<file path="src/rtl/mem_port_arbiter.sv">
// ---------------------------------------------------------------------------
// mem_port_arbiter
//
// Shares one fixed-latency, single-port unified memory between the IF stage
// (instruction fetch) and the MEM stage (load/store). Each transaction is
// issued as a single registered command cycle on ram_*. The winning stage
// gets a one-cycle ready pulse MEM_LAT cycles after that command cycle.
// Per-stage stall signals are produced for the hazard logic.
//
// Parameters:
//   ADDR_W   address width of both requesters and the memory port
//   DATA_W   data width
//   MEM_LAT  cycles from the ram_en cycle to ram_rdata valid (>= 1)
//
// Ports:
//   clk, rst_n            clock (rising edge), async active-low reset
//   if_req, if_addr       fetch request (level) and fetch address
//   if_rdata, if_ready    fetched instruction and one-cycle completion pulse
//   mem_rd, mem_wr        load / store request (level); both set => store
//   mem_addr, mem_wdata   data address and store data
//   mem_rdata, mem_ready  load data and one-cycle completion pulse
//   stall_if, stall_mem   request pending and not completing this cycle
//   ram_en, ram_we        registered memory command strobe / write enable
//   ram_addr, ram_wdata   registered memory address / write data
//   ram_rdata             memory read data
//
// Optional build macro ARB_PERF_CNT_EN adds perf_if_stall_cnt and
// perf_mem_stall_cnt, which are saturating 32-bit counts of the stall cycles.
// ---------------------------------------------------------------------------
module mem_port_arbiter #(
    parameter int ADDR_W  = 32,
    parameter int DATA_W  = 32,
    parameter int MEM_LAT = 2
) (
    input  logic              clk,
    input  logic              rst_n,
    input  logic              if_req,
    input  logic [ADDR_W-1:0] if_addr,
    output logic [DATA_W-1:0] if_rdata,
    output logic              if_ready,
    input  logic              mem_rd,
    input  logic              mem_wr,
    input  logic [ADDR_W-1:0] mem_addr,
    input  logic [DATA_W-1:0] mem_wdata,
    output logic [DATA_W-1:0] mem_rdata,
    output logic              mem_ready,
    output logic              stall_if,
    output logic              stall_mem,
    output logic              ram_en,
    output logic              ram_we,
    output logic [ADDR_W-1:0] ram_addr,
    output logic [DATA_W-1:0] ram_wdata,
    input  logic [DATA_W-1:0] ram_rdata
`ifdef ARB_PERF_CNT_EN
    ,
    output logic [31:0]       perf_if_stall_cnt,
    output logic [31:0]       perf_mem_stall_cnt
`endif
);

    localparam int CNT_W = $clog2(MEM_LAT + 1);
    localparam logic [CNT_W-1:0] CNT_LOAD = CNT_W'(MEM_LAT);

    typedef enum logic {
        ST_IDLE,
        ST_BUSY
    } state_t;

    typedef enum logic [1:0] {
        OWN_NONE,
        OWN_IF,
        OWN_MEM
    } owner_t;

    state_t           state;
    owner_t           owner;
    logic [CNT_W-1:0] counter;

    logic mem_req;
    logic done;
    logic issue_mem;
    logic issue_if;

    // The completion cycle is the one where the down-counter has reached zero.
    // The ready pulses are decoded from registered state only, so reset clears
    // them immediately and a late ram_rdata can never surface afterwards.
    assign mem_req   = mem_rd | mem_wr;
    assign done      = (state == ST_BUSY) && (counter == '0);
    assign if_ready  = done && (owner == OWN_IF);
    assign mem_ready = done && (owner == OWN_MEM);
    assign if_rdata  = if_ready  ? ram_rdata : '0;
    assign mem_rdata = mem_ready ? ram_rdata : '0;
    assign stall_if  = if_req  & ~if_ready;
    assign stall_mem = mem_req & ~mem_ready;

    // Issue decision. From IDLE, a data request beats a fetch because it
    // belongs to the older instruction. In the completion cycle only the
    // *other* requester may be issued. The finishing owner still holds its
    // request and must not be re-issued. This hand-over bounds how long a
    // fetch can wait to one data transaction.
    always_comb begin
        issue_mem = 1'b0;
        issue_if  = 1'b0;
        if (state == ST_IDLE) begin
            issue_mem = mem_req;
            issue_if  = if_req & ~mem_req;
        end else if (done) begin
            issue_mem = (owner == OWN_IF)  && mem_req;
            issue_if  = (owner == OWN_MEM) && if_req;
        end
    end

    // Transaction sequencer. Address and write data hold between commands.
    // The strobe and write enable are single-cycle pulses. A store wins over a
    // load when both are raised together.
    always_ff @(posedge clk or negedge rst_n) begin
        if (!rst_n) begin
            state     <= ST_IDLE;
            owner     <= OWN_NONE;
            counter   <= '0;
            ram_en    <= 1'b0;
            ram_we    <= 1'b0;
            ram_addr  <= '0;
            ram_wdata <= '0;
        end else begin
            ram_en <= 1'b0;
            ram_we <= 1'b0;
            if (issue_mem) begin
                ram_en    <= 1'b1;
                ram_we    <= mem_wr;
                ram_addr  <= mem_addr;
                ram_wdata <= mem_wdata;
                state     <= ST_BUSY;
                owner     <= OWN_MEM;
                counter   <= CNT_LOAD;
            end else if (issue_if) begin
                ram_en    <= 1'b1;
                ram_addr  <= if_addr;
                state     <= ST_BUSY;
                owner     <= OWN_IF;
                counter   <= CNT_LOAD;
            end else if (state == ST_BUSY) begin
                if (counter != '0) begin
                    counter <= counter - 1'b1;
                end else begin
                    state <= ST_IDLE;
                    owner <= OWN_NONE;
                end
            end
        end
    end

`ifdef ARB_PERF_CNT_EN
    // Stall-cycle counters. They stick at all-ones rather than wrapping, so
    // that a long run never reports a misleadingly small number.
    always_ff @(posedge clk or negedge rst_n) begin
        if (!rst_n) begin
            perf_if_stall_cnt  <= '0;
            perf_mem_stall_cnt <= '0;
        end else begin
            if (stall_if && (perf_if_stall_cnt != 32'hFFFF_FFFF)) begin
                perf_if_stall_cnt <= perf_if_stall_cnt + 32'd1;
            end
            if (stall_mem && (perf_mem_stall_cnt != 32'hFFFF_FFFF)) begin
                perf_mem_stall_cnt <= perf_mem_stall_cnt + 32'd1;
            end
        end
    end
`endif

endmodule

</file>
<file path="config.mk">
export PLATFORM = sky130hd
export DESIGN_NAME = mem_port_arbiter
export DESIGN_NICKNAME = d
export VERILOG_FILES = /design/src/rtl/mem_port_arbiter.sv
export SDC_FILE = /design/constraint.sdc
export NUM_CORES = 1
export LEC_CHECK = 0
export ABC_AREA = 1
export CAP_MARGIN = 20
export CORE_MARGIN = 1.5
export CORE_UTILIZATION = 30
export CTS_CLUSTER_SIZE = 24
export DETAILED_ROUTE_END_ITERATION = 12
export GPL_ROUTABILITY_DRIVEN = 0
export PLACE_DENSITY = 0.86
export SLEW_MARGIN = 20
export SYNTH_ARGS = -nofsm -noshare
export SYNTH_HDL_FRONTEND = slang
export SYNTH_SLANG_ARGS = --single-unit
</file>
<file path="constraint.sdc">
create_clock -name clk -period 3.54 [get_ports clk]
set_input_delay 0.885 -clock clk [delete_from_list [all_inputs] [get_ports clk]]
set_output_delay 0.885 -clock clk [all_outputs]
set_load 0.02 [all_outputs]
</file>
## Word-level counts from Yosys, hierarchy flattened

Index checks and enable logic that the tools add are counted.

- Logic and storage cells: 53
- Output and inout port bits: 134
- Register bits after elaboration: 71
- Input bits: 133

- Equality and inequality tests: 3
- Bitwise gates (word level): 7
- Muxes and demuxes: 23
- Reductions and logical operators: 12
- Add/subtract/negate cells: 1

Operators with widths:

| cell | number |
|---|---|
| $mux W32 | 4 |
| $mux W2 | 8 |
| $mux W1 | 11 |
| $reduce_bool A3 Y1 | 2 |
| $logic_and A1 B1 Y1 | 5 |
| $reduce_and A2 Y1 | 2 |
| $reduce_bool A2 Y1 | 2 |
| $and A1 B1 Y1 | 3 |
| $ne A3 B3 Y1 const B | 1 |
| $not A1 Y1 | 3 |
| $eq A2 B1 Y1 const B | 1 |
| $eq A2 B2 Y1 const B | 1 |
| $logic_not A2 Y1 | 1 |
| $sub A2 B1 Y2 const B | 1 |
| $or A1 B1 Y1 | 1 |

## Depth between registers and ports, before layout

- Depth in word-level cells: 6
- Gate-level depth with buffers: 12
- Depth with buffers taken out: 11

## Worst setup path before layout

OpenSTA, ideal clock, no wires.

- Path kind: reg-to-output
- Start point: register counter[0]
- End point: output port if_rdata[10]
- Required time: 2655 ps
- Slack: 1384 ps
- Data arrival time: 1271 ps
- Stages on the path, launching flop included: 8
- Cells stage by stage: dfrtp_1 -> inv_1 -> ha_1 -> nand2_1 -> inv_2 -> nand2_2 -> clkbuf_1 -> nor2_1

- Cells in the longest elaborated chain, start to end: 4

Ends and longest elaborated chain:

| item | line | text |
|---|---|---|
| from (decl) | 77 | `logic [CNT_W-1:0] counter;` |
| from (signal assigned) | 144 | `counter <= counter - 1'b1;` |
| $logic_not A2 Y1 | 88 | `assign done = (state == ST_BUSY) && (counter == '0);` |
| $logic_and A1 B1 Y1 | 88 |  |
| $logic_and A1 B1 Y1 | 89 | `assign if_ready = done && (owner == OWN_IF);` |
| $mux W32 | 91 | `assign if_rdata = if_ready ? ram_rdata : '0;` |
| to (decl) | 39 | `output logic [DATA_W-1:0] if_rdata,` |

No other way between the ends.

## Final worst setup path

- Start point: register counter[0]
- End point: output port stall_mem

- Cells in the longest elaborated chain, start to end: 5

Ends and longest elaborated chain:

| item | line | text |
|---|---|---|
| $logic_not A2 Y1 | 88 |  |
| $logic_and A1 B1 Y1 | 88 |  |
| $logic_and A1 B1 Y1 | 90 | `assign mem_ready = done && (owner == OWN_MEM);` |
| $not A1 Y1 | 94 | `assign stall_mem = mem_req & ~mem_ready;` |
| $and A1 B1 Y1 | 94 |  |
| to (decl) | 48 | `output logic stall_mem,` |

No other way between the ends.

==> impl_metrics.json <==
{
  "outcome": "complete, no violations",
  "vias": 3819,
  "combPwrFrac_pct": 53.4,
  "viasPerCell": 4.425,
  "drt_iter0_drc": 179,
  "cts_buffers": 9,
  "seq_area_frac_synth_pct": 52.51,
  "cts_resized": 0,
  "crit_required_ns": 2.65,
  "slew_viol_final": 0,
  "r2r_start": "counter[0]",
  "post_cts_buffers": 0,
  "worst_setup_path_end_kind": "output port",
  "syn_area_sq_um": 3383,
  "clock.fmax_mhz": 304.1,
  "htree_num_levels": 3,
  "initial_core_util_pct": 30.94,
  "async_flop_share_pct": 100.0,
  "synth_cell_type_count": 14,
  "postPlaceCellArea_sq_um": 6138,
  "dp_hpwl_mm": 9.074,
  "drcViolationCount": 0,
  "antenna_found_initial": 1,
  "die_y_microns": 109.2,
  "first_global_vias": 3629,
  "period_share_pct": 92.91,
  "io_buffers": 266,
  "clock_skew_ns": 0.01097,
  "min_from": "ram_wdata[11]",
  "cts-root-buf": "clkbuf_16",
  "pin_count": 267,
  "num_rows": 38,
  "track_usage_pct": 19.96,
  "timing.hold.ws_ns": 0.4788,
  "switchingPower_mw": 2.050,
  "regToRegEndpoint": "counter[0]",
  "path_max_fanout": 34,
  "clk_latency_ns": 0.32,
  "yosysTopAreaCell": "dfrtp_1",
  "drive_above_1_share_pct": 3.878,
  "clock_sink_count": 71,
  "crit_arrival_ns": 2.40,
  "synth_area_leaders": "dfrtp_1 53%, nand2_1 16%, nor2_1 12%, inv_1 5.0%, a21oi_1 4.9%",
  "seqPwrFrac_pct": 28.6,
  "area_growth_pct": 90.35,
  "cts_tree": "yes",
  "synth_seq_cells": 71,
  "first_pass_iters": 4,
  "period_needed_ns": 3.289,
  "rsz0062_at_grt": "no",
  "grt_pass1_wl_mm": 18.13,
  "setup_tns_ns": 0,
  "worstMarginPinSlew_ns": 0.9094,
  "p_clk_share_pct": 17.9,
  "final_cell_count_no_fill": 863,
  "swShare_pct": 40.70,
  "sequential_cell_area_sq_um": 1777,
  "power.total_mw": 5.035,
  "irDropWorstVdd_mv": 0.4690,
  "cts_buffer_depth": 2,
  "p_leak_nw": 2.976,
  "startpoint_type": "flip-flop",
  "cts_hold_buf": 0,
  "yosys.cell_count.top_type": "nand2_1",
  "hold_violations": 0,
  "grt_overflow": 0,
  "ff2ff_path_depth": 11,
  "fillCellCount": 980,
  "synth_top_area_share_pct": 52.51,
  "syn_nets": 596,
  "synth-warning-count": 0,
  "ys.flop_type": "dfrtp_1",
  "synth_edf_count": 0,
  "crit_type": "flip-flop to output port",
  "syn_area_per_cell_sq_um": 7.323,
  "startpoint": "counter[0]",
  "hold-path-endpoint": "ram_wdata[11]",
  "final_nets": 852,
  "rrSetupSlack_ns": 0.80,
  "power_density_nw_per_um2": 781.9,
  "antenna_left": 0,
  "wl_per_cell_microns": 14.05,
  "min_path_cells": 2,
  "p_int_mw": 2.986,
  "max_slew_margin_pct": 39.37,
  "min_path_type": "flip-flop to flip-flop",
  "design_area_sq_um": 6440,
  "multi_input_area_sq_um": 1300,
  "netlist_top_cells_count": "140 x nand2_1, 104 x nor2_1, 71 x dfrtp_1, 45 x inv_1",
  "clkTransAtPathRegs_ns": 0.05,
  "die_w_microns": 109.2,
  "finalSetupViolCount": 0,
  "dp.cells": 847,
  "synth_cells": 462,
  "core_sq_um": 10940,
  "grt_start_max_net_pins": 72,
  "drv_cap": 0,
  "routed_wirelength_mm": 12.12,
  "die_area_sq_um": 11920
}
[per-layer routing]
metal	part of all wire [%]	wire, microns	up-vias	track usage (%)
met5	0	0	-	0
met4	2.5	302	0	7.885
met3	9.2	1121	20	6.515
met2	51	6181	188	35.80
met1	37	4515	1704	21.65
li1	-	-	1907	-
[critical path, stage by stage, from the launching register on]
cell	delay, ns
dfrtp_1	0.36
inv_1	0.05
ha_1	0.20
nand2_1	0.08
inv_2	0.04
nand2_2	0.46
inv_1	0.15
nor2_1	0.13
clkdlybuf4s50_1	0.61
[worst max-delay path by stage]
stage                         endpoint  slack, ns  cells after the start
after floorplan           if_rdata[10]       1.38                      7
after detailed placement     stall_mem       0.44                      4
after global routing         stall_mem       0.07                      8
final                        stall_mem       0.25                      8
after CTS                     stall_if       0.23                      8
after global placement        stall_if       0.45                      4
[power groups by stage]
| stage | registers, mW | clock network, mW | logic, mW |
|---|---|---|---|
| floorplan | 1.90 | 0 | 0.960 |
| global placement | 1.43 | 0 | 2.67 |
| detailed placement | 1.44 | 0 | 2.72 |
| CTS | 1.44 | 0.923 | 2.73 |
| global route | 1.49 | 0.968 | 2.94 |
| finish | 1.44 | 0.903 | 2.69 |
[state kept, by name, indices dropped and copies added, names as in the netlist]
name	cells
ram_en	1
ram_wdata	32
ram_addr	32
owner	2
state	1
ram_we	1
counter	2
[kinds of logic (layout without fill, tap and decap cells)]
logic type               after synthesis  in the layout  synth area share [%]
AO/OA/AOI/OAI                         66             66                 9.763
adder cells (fa/ha/maj)                1              1                0.3698
buffers and inverters                 73            333                 9.061
flip-flops                            71             71                 52.51
other                                  0              1                     0
AND/OR/NAND/NOR                      251            251                 28.29
[cell type report]
type | instances | share of cell area, %
Multi-Input combinational cell | 318 | 20.19
Clock inverter | 5 | 0.9132
Sequential cell | 71 | 27.59
Clock buffer | 10 | 3.711
Antenna cell | 1 | 0.03886
Tap cell | 140 | 2.720
Inverter | 47 | 2.759
Timing Repair Buffer | 271 | 42.08
[cells in the final DEF, fill, tap and decap left out]
cell             count
a21oi_1             33
buf_12               1
buf_4                5
bufinv_16            1
clkbuf_16            9
clkbuf_8             1
clkdlybuf4s50_1    265
clkinv_2             2
clkinv_4             1
clkinvlp_4           2
dfrtp_1             71
diode_2              1
ha_1                 1
inv_1               45
inv_2                1
nand2_1            140
nand2_2              5
nand3_1              2
nor2_1             104
o21ai_0             33
[metrics by stage]
stage / setup WS, ns / utilization [%]
after detailed placement: 0.4398 / 56.13
after global placement: 0.4466 / 56.13
after floorplan: 1.384 / -
after global routing: 0.07307 / 58.89
final: 0.2511 / 58.89
after CTS: 0.2328 / 58.86
(Power assumes the default switching activity.)
